File: src/rtl/ddr3_app_arb.sv
// ddr3_app_arb: two-port round-robin arbiter and sequencer for the MIG
// app_* interface, with an in-order tag FIFO steering read returns.
//
// Ports (all in the sys_clk / MIG ui_clk domain):
//   sys_clk, sys_rst (sync, active-high), init_calib_complete
//   pN_cmd_valid/ready/rnw, pN_addr, pN_wdata, pN_wmask  (N = 0,1)
//   pN_rvalid, rdata            read data back to the requesters
//   app_en/cmd/addr, app_rdy    MIG command channel
//   app_wdf_wren/end/data/mask, app_wdf_rdy  MIG write-data channel
//   app_rd_data, app_rd_data_valid           MIG read return
//   rd_orphan                   sticky: read beat arrived with no tag
//
// Build option: DDR3_ARB_PRIO_EN selects fixed priority (port 0 wins
// ties) instead of round-robin.

module ddr3_app_arb #(
    parameter int C_ADDR_WIDTH = 28,
    parameter int C_DATA_WIDTH = 256,
    parameter int C_TAG_DEPTH  = 16
) (
    input  logic                      sys_clk,
    input  logic                      sys_rst,
    input  logic                      init_calib_complete,

    input  logic                      p0_cmd_valid,
    output logic                      p0_cmd_ready,
    input  logic                      p0_cmd_rnw,
    input  logic [C_ADDR_WIDTH-1:0]   p0_addr,
    input  logic [C_DATA_WIDTH-1:0]   p0_wdata,
    input  logic [C_DATA_WIDTH/8-1:0] p0_wmask,
    output logic                      p0_rvalid,

    input  logic                      p1_cmd_valid,
    output logic                      p1_cmd_ready,
    input  logic                      p1_cmd_rnw,
    input  logic [C_ADDR_WIDTH-1:0]   p1_addr,
    input  logic [C_DATA_WIDTH-1:0]   p1_wdata,
    input  logic [C_DATA_WIDTH/8-1:0] p1_wmask,
    output logic                      p1_rvalid,

    output logic [C_DATA_WIDTH-1:0]   rdata,

    output logic                      app_en,
    output logic [2:0]                app_cmd,
    output logic [C_ADDR_WIDTH-1:0]   app_addr,
    input  logic                      app_rdy,

    output logic                      app_wdf_wren,
    output logic                      app_wdf_end,
    output logic [C_DATA_WIDTH-1:0]   app_wdf_data,
    output logic [C_DATA_WIDTH/8-1:0] app_wdf_mask,
    input  logic                      app_wdf_rdy,

    input  logic [C_DATA_WIDTH-1:0]   app_rd_data,
    input  logic                      app_rd_data_valid,

    output logic                      rd_orphan
);

    localparam int MW = C_DATA_WIDTH / 8;
    localparam int TW = $clog2(C_TAG_DEPTH);
    localparam logic [TW:0] FULL_CNT = (TW+1)'(C_TAG_DEPTH);

    typedef enum logic [1:0] {S_IDLE, S_RD, S_WR} state_t;

    state_t                  state_q, state_d;
    logic                    port_q, port_d;
    logic                    en_q, en_d;
    logic                    wren_q, wren_d;
    logic [2:0]              cmd_q, cmd_d;
    logic [C_ADDR_WIDTH-1:0] addr_q, addr_d;
    logic [C_DATA_WIDTH-1:0] wdata_q, wdata_d;
    logic [MW-1:0]           wmask_q, wmask_d;
    logic [1:0]              rdy_q, rdy_d;
    logic [1:0]              rvalid_q, rvalid_d;
    logic [C_DATA_WIDTH-1:0] rdata_q, rdata_d;
    logic                    orphan_q, orphan_d;

    logic                    tag_mem [C_TAG_DEPTH];
    logic [TW-1:0]           wr_ptr_q, wr_ptr_d;
    logic [TW-1:0]           rd_ptr_q, rd_ptr_d;
    logic [TW:0]             cnt_q, cnt_d;

    logic full, empty, push, pop;
    logic elig0, elig1, win1, grant, sel_rnw;
    logic wr_done;

    assign full  = (cnt_q == FULL_CNT);
    assign empty = (cnt_q == '0);
    assign push  = (state_q == S_RD) && app_rdy;
    assign pop   = app_rd_data_valid && !empty;

    // A port whose ready pulse is showing is still holding the request
    // just served, so it must not be granted again this cycle.
    assign elig0 = p0_cmd_valid && !rdy_q[0] && (!p0_cmd_rnw || !full);
    assign elig1 = p1_cmd_valid && !rdy_q[1] && (!p1_cmd_rnw || !full);

    assign grant = (state_q == S_IDLE) && init_calib_complete
                   && (elig0 || elig1);

`ifdef DDR3_ARB_PRIO_EN
    assign win1 = elig1 && !elig0;
`else
    // prio_q names the port that wins the next tie.
    logic prio_q;

    assign win1 = elig1 && (!elig0 || prio_q);

    always_ff @(posedge sys_clk) begin
        if (sys_rst) begin
            prio_q <= 1'b0;
        end else if (grant) begin
            prio_q <= !win1;
        end
    end
`endif

    assign sel_rnw = win1 ? p1_cmd_rnw : p0_cmd_rnw;
    assign wr_done = (!en_q || app_rdy) && (!wren_q || app_wdf_rdy);

    // State and datapath registers
    always_ff @(posedge sys_clk) begin
        if (sys_rst) begin
            state_q  <= S_IDLE;
            port_q   <= 1'b0;
            en_q     <= 1'b0;
            wren_q   <= 1'b0;
            cmd_q    <= 3'b000;
            addr_q   <= '0;
            wdata_q  <= '0;
            wmask_q  <= '0;
            rdy_q    <= '0;
            rvalid_q <= '0;
            rdata_q  <= '0;
            orphan_q <= 1'b0;
            wr_ptr_q <= '0;
            rd_ptr_q <= '0;
            cnt_q    <= '0;
        end else begin
            state_q  <= state_d;
            port_q   <= port_d;
            en_q     <= en_d;
            wren_q   <= wren_d;
            cmd_q    <= cmd_d;
            addr_q   <= addr_d;
            wdata_q  <= wdata_d;
            wmask_q  <= wmask_d;
            rdy_q    <= rdy_d;
            rvalid_q <= rvalid_d;
            rdata_q  <= rdata_d;
            orphan_q <= orphan_d;
            wr_ptr_q <= wr_ptr_d;
            rd_ptr_q <= rd_ptr_d;
            cnt_q    <= cnt_d;
        end
    end

    always_ff @(posedge sys_clk) begin
        if (push) begin
            tag_mem[wr_ptr_q] <= port_q;
        end
    end

    // Next state
    always_comb begin
        state_d = state_q;
        unique case (state_q)
            S_IDLE: if (grant) state_d = sel_rnw ? S_RD : S_WR;
            S_RD:   if (app_rdy) state_d = S_IDLE;
            S_WR:   if (wr_done) state_d = S_IDLE;
            default: state_d = S_IDLE;
        endcase
    end

    // Next values of the registered outputs and tag FIFO
    always_comb begin
        port_d   = port_q;
        en_d     = en_q;
        wren_d   = wren_q;
        cmd_d    = cmd_q;
        addr_d   = addr_q;
        wdata_d  = wdata_q;
        wmask_d  = wmask_q;
        rdy_d    = '0;
        rvalid_d = '0;
        rdata_d  = rdata_q;
        orphan_d = orphan_q;
        wr_ptr_d = wr_ptr_q;
        rd_ptr_d = rd_ptr_q;
        cnt_d    = cnt_q;

        unique case (state_q)
            S_IDLE: begin
                if (grant) begin
                    port_d  = win1;
                    en_d    = 1'b1;
                    wren_d  = !sel_rnw;
                    cmd_d   = {2'b00, sel_rnw};
                    addr_d  = win1 ? p1_addr  : p0_addr;
                    wdata_d = win1 ? p1_wdata : p0_wdata;
                    wmask_d = win1 ? p1_wmask : p0_wmask;
                end
            end
            S_RD: begin
                if (app_rdy) begin
                    en_d = 1'b0;
                    rdy_d[port_q] = 1'b1;
                end
            end
            S_WR: begin
                if (app_rdy) en_d = 1'b0;
                if (app_wdf_rdy) wren_d = 1'b0;
                if (wr_done) rdy_d[port_q] = 1'b1;
            end
            default: ;
        endcase

        if (app_rd_data_valid) begin
            if (empty) begin
                orphan_d = 1'b1;
            end else begin
                rvalid_d[tag_mem[rd_ptr_q]] = 1'b1;
                rdata_d = app_rd_data;
            end
        end

        if (push) wr_ptr_d = wr_ptr_q + TW'(1);
        if (pop)  rd_ptr_d = rd_ptr_q + TW'(1);
        if (push && !pop) cnt_d = cnt_q + (TW+1)'(1);
        if (pop && !push) cnt_d = cnt_q - (TW+1)'(1);
    end

    assign app_en       = en_q;
    assign app_cmd      = cmd_q;
    assign app_addr     = addr_q;
    assign app_wdf_wren = wren_q;
    assign app_wdf_end  = wren_q;
    assign app_wdf_data = wdata_q;
    assign app_wdf_mask = wmask_q;
    assign p0_cmd_ready = rdy_q[0];
    assign p1_cmd_ready = rdy_q[1];
    assign p0_rvalid    = rvalid_q[0];
    assign p1_rvalid    = rvalid_q[1];
    assign rdata        = rdata_q;
    assign rd_orphan    = orphan_q;

endmodule
File: config.mk
export PLATFORM = sky130hd
export DESIGN_NAME = ddr3_app_arb
export DESIGN_NICKNAME = d
export VERILOG_FILES = /design/src/rtl/ddr3_app_arb.sv
export SDC_FILE = /design/constraint.sdc
export NUM_CORES = 1
export LEC_CHECK = 0
export CORE_AREA = 2 2 578 580
export DETAILED_ROUTE_END_ITERATION = 12
export DIE_AREA = 0 0 580 582
export PLACE_DENSITY = 0.3
export SLEW_MARGIN = 20
export SYNTH_ARGS = -nofsm -noshare
export SYNTH_HDL_FRONTEND = slang
export SYNTH_SLANG_ARGS = --single-unit
File: constraint.sdc
create_clock -name sys_clk -period 10.1 [get_ports sys_clk]
set_input_delay 1.515 -clock sys_clk [delete_from_list [all_inputs] [get_ports sys_clk]]
set_output_delay 1.515 -clock sys_clk [all_outputs]
set_load 0.03 [all_outputs]
==> results.md <==
- The worst register-to-register path has a depth of 11.
- The width of the die is 580 µm.
- The remaining routing DRC violations is 0.
- The capture endpoint of the worst hold path is rdata[249].
- Derived from the worst setup path, the maximum achievable clock frequency is 231 MHz.
- STA classifies the critical path endpoint as a register.
- The via-per-instance ratio is 3.21.
- The setup violation total in the final timing report is 0.
- For this configuration, the core starts out at a cell density of 7.34%.
- For this block, the via count after detailed routing is 28608.
- The first-pass GRT wire length is 299000 µm.
- Max-cap violations in this run came to 0.
- Headroom to the max-slew limit came out at 30.1%.
- The portion of synthesized area spent on multiplexers is 0.504%.
- The final estimated routing congestion in global placement is 0.843.
- The number of library cell types mapped by synthesis is 48.
- The synthesized netlist devotes 22.6% of its cell area to compound gates.
- The endpoint of the most critical register-to-register path is cnt_q[4].
- The number of synthesis warnings is 0.
- The maximum buffer depth of the clock tree is 4.
- The slowest stage of the critical path belongs to the cell buf_4.
- The cell area that synthesis handed to floorplanning was 0.0243 mm².
- Of the total synthesized cell area, the portion taken by full adders, half adders and majority gates is 0.565%.
- Hold repair after CTS inserted 0 buffers.
- The power per unit of standard cell area is 203 mW/mm².
- The clock drives 617 sinks.
- In this run the worst hold path is classified as register to register.
- The total count of max-transition violations in the final report is 0.
- After layout, the minimum clock period comes to 4.32 ns.
- The detail-routed net length per standard cell is 26.0 µm.
- Summed over all layers, the routed wires come to 232000 µm.
- Counting the fill cells in the layout gives 37926.
- Once the clock tree was built, the resizer swapped 0 gates to a different size.
- For this run the aggregate overflow at the end of global routing stands at 0.
- Dividing the synthesized area by the synthesized cell count gives 7.89 µm².
- The summed negative setup slack over all endpoints is 0 ns.
- Setup repair after global routing left no endpoint under its margin.
- The flow ran to the end, and the final reports show no timing, DRC or antenna violations.
- The count of buffers added by post-CTS timing repair for setup is 0.
- The maximum vdd ir drop is 0.122 mV.
- Leaving out fill and tap cells, the most frequent cell in the layout is clkdlybuf4s50_1.
- The worst stage delay on the critical path is 0.59 ns.
- The die outline area is 0.338 mm².
- The synthesized-area fraction occupied by xor and xnor cells is 0.360%.
- The worst setup margin is 5.78 ns.
- The worst-skew pair later-pin latency is 0.81 ns.
- The TritonCTS clock tree is done.
- The portion of the clock cycle consumed by the worst path in the final layout is 42.8%.
- The register bit count reported by yosys is 617.
- The number of antenna violations at the first check in global routing came to 195.
- The count of nets left with antenna violations once routing finished came out at 0.
- The basic-gate share of the synthesized area counting and, or, nand and nor cells is 19.5%.
- For this run, the leading register cell type out of synthesis is dfxtp_1.
- The critical path in this run is classified as input pin to register.
- The final hold violation count is 0.
- The highest fanout seen on the critical path is 84.
- The clock edge transition at the registers on the reported setup and hold paths is 0.06 ns.
- Across the routed clock network, the largest skew measured is 0.0593 ns.
- The data arrival time of the worst path is 5.04 ns.
- The core region is 0.332 mm².
- The async set or reset register ratio after synthesis is 0%.
- For this design the top-level I/O count stands at 1481.
- For this run, the total global-route usage over all layers was measured as 13.2%.
- The depth of the CTS H-tree is 3.
- The worst setup path is launched from an input pin.
- The via count of the first global-routing pass is 28730.
- In this run the vertical extent of the chip is 582 µm.
- The largest family of logic cells by synthesized area is compound AO/OA/AOI/OAI gates.
- The net count of the finished layout is 5328.
- In this run the tool buffered the top-level ports with 1478 buffer cells.
- Summed over its instances, the top area cell type makes up 49.4% of the synthesized netlist area.
- The cell at the root of the clock tree is clkbuf_16.
- The pre-CTS setup slack is 4.85 ns.
- The number of buffers added by the clock tree synthesis step is 96.
- The detailed router finished its first iteration with 1336 violations.
- The setup check on the worst reg-to-reg path leaves a slack of 5.97 ns.
- The floorplan has 212 rows.
- The worst hold path passes through 2 cells.
- The post-synthesis cell count is 3087.
- The maximum number of pins on one net before global-route repair is 154.
- The HPWL after detailed placement is 189000 µm.
- Leaving out fill and tap cells, the most frequent cells in the layout are 1477 x clkdlybuf4s50_1, 846 x nand2_1, 601 x dfxtp_1.
- The transition at the pin with the smallest max-transition slack is 1.05 ns.
- The required arrival time at the worst endpoint is 10.82 ns.
- The leakage dissipation is 0.0157 µW.
- Cells with a size suffix above 1 make up 4.02% of the layout.
- Yosys attributes the largest share of cell area to dfxtp_1 49%, nand2_1 13%, a21oi_1 12%, a211oi_1 9.8%, nor2_1 5.3%.
- The startpoint identified for the worst hold timing path is rdata[249].
- The top cell type by total area after synthesis is dfxtp_1.
- The startpoint identified for the worst register-to-register timing path is cnt_q[1].
- The part of the Yosys area used for sequential elements is 51.4%.
- In this run, synthesis inferred 16 flip-flops with an integrated enable.
- The iteration count of the initial detailed-routing pass is 5.
- Traced cell by cell, the critical path runs through clkdlybuf4s50_1 -> o21ai_4 -> buf_4 -> inv_8 -> ha_1 -> ha_1 -> a211oi_1 -> a211oi_1 -> o21ai_0 -> or4_1 -> a21oi_1.
- The layout-stage area growth over the synthesis result is 93.0%.
[power breakdown]
group,switching (µW),internal (µW)
clock network,1390,2000
registers,223,2780
logic,1960,1170
total,3570,5960
[per-stage QoR]
step                      total power, µW  utilization (%)  hold WS, ns  cells  cell area, µm²
after floorplan                      4540                -        0.472   3088           24400
after global placement               6270             13.2        0.440   8708           43800
after detailed placement             6260             13.2        0.446   8708           43800
after CTS                            9790             14.1        0.454   8869           46900
after global routing                10000             14.1        0.467   8884           46900
final                                9530             14.2        0.450   8915           47000
[layer usage]
layer / global-route usage [%] / vias up / wire length (µm) / share of wire, %
li1: - / 13177 / - / -
met1: 13.5 / 13558 / 84700 / 37
met2: 23.4 / 1341 / 115000 / 50
met3: 7.03 / 418 / 25600 / 11
met4: 3.18 / 114 / 5990 / 2.6
met5: 0 / - / 725 / 0.31
[cell usage after synthesis, drive strengths merged (2+ instances only)]
| master | count |
|---|---|
| a211oi | 319 |
| a21oi | 583 |
| a31oi | 4 |
| and3 | 2 |
| buf | 110 |
| clkbuf | 166 |
| dfxtp | 601 |
| edfxtp | 16 |
| ha | 11 |
| inv | 9 |
| mux4 | 5 |
| nand2 | 846 |
| nand2b | 7 |
| nand3 | 7 |
| nand3b | 2 |
| nand4 | 2 |
| nor2 | 346 |
| nor2b | 3 |
| nor3 | 5 |
| nor3b | 3 |
| nor4 | 3 |
| o21ai | 4 |
| o31ai | 2 |
| or3 | 2 |
| or4 | 2 |
| xnor2 | 2 |
| xor2 | 8 |
[layout make-up]
class | count | area (µm²) | area share [%]
multi-input cells | 2186 | 10600 | 22.6
diodes | 46 | 115 | 0.245
flip-flops and latches | 617 | 12500 | 26.6
repair buffers | 1509 | 15100 | 32.2
well taps | 4387 | 5490 | 11.7
clock buffers | 136 | 2730 | 5.82
clock inverters | 25 | 322 | 0.684
inverters | 9 | 41.3 | 0.0879
[logic make-up (layout without fill, tap and decap cells)]
group	after synthesis	count (layout)
DFF	617	617
buffers and inverters	285	1679
xor gates and xnor gates	10	10
AOI/OAI and AO/OA	924	924
other	1	48
adders and majority gates	11	11
and+or+nand+nor	1233	1233
muxes	6	6
[how the worst max path moves through the flow]
stage	from	endpoint	slack, ns
2_1_floorplan	app_rd_data_valid	cnt_q[4]	6.32
3_3_place_gp	app_rd_data_valid	rdata[108]	4.92
3_5_place_dp	app_rd_data_valid	cnt_q[4]	4.85
4_1_cts	app_rd_data_valid	cnt_q[4]	5.79
5_1_grt	app_rd_data_valid	cnt_q[4]	5.43
6_report	app_rd_data_valid	cnt_q[4]	5.78
[flip-flops by register name, indices dropped and copies added (netlist names), named ones only]
name	cells
cnt_q	5
app_en	1
app_addr	28
rd_orphan	1
rd_ptr_q	4
tag_mem	16
app_cmd	1
rdata	256
app_wdf_mask	32
rdy_q	2
app_wdf_data	256
wr_ptr_q	4
rvalid_q	2
app_wdf_end	1
state_q	2
prio_q	1
port_q	1
[worst max-delay path: cells and delay by family]
| kind | cells | cell delay (ns) |
|---|---|---|
| simple gates | 1 | 0.40 |
| buf+inv | 3 | 1.51 |
| compound gates | 5 | 0.70 |
| fa+ha+maj | 2 | 0.85 |
Power figures use the tool's default switching activity.
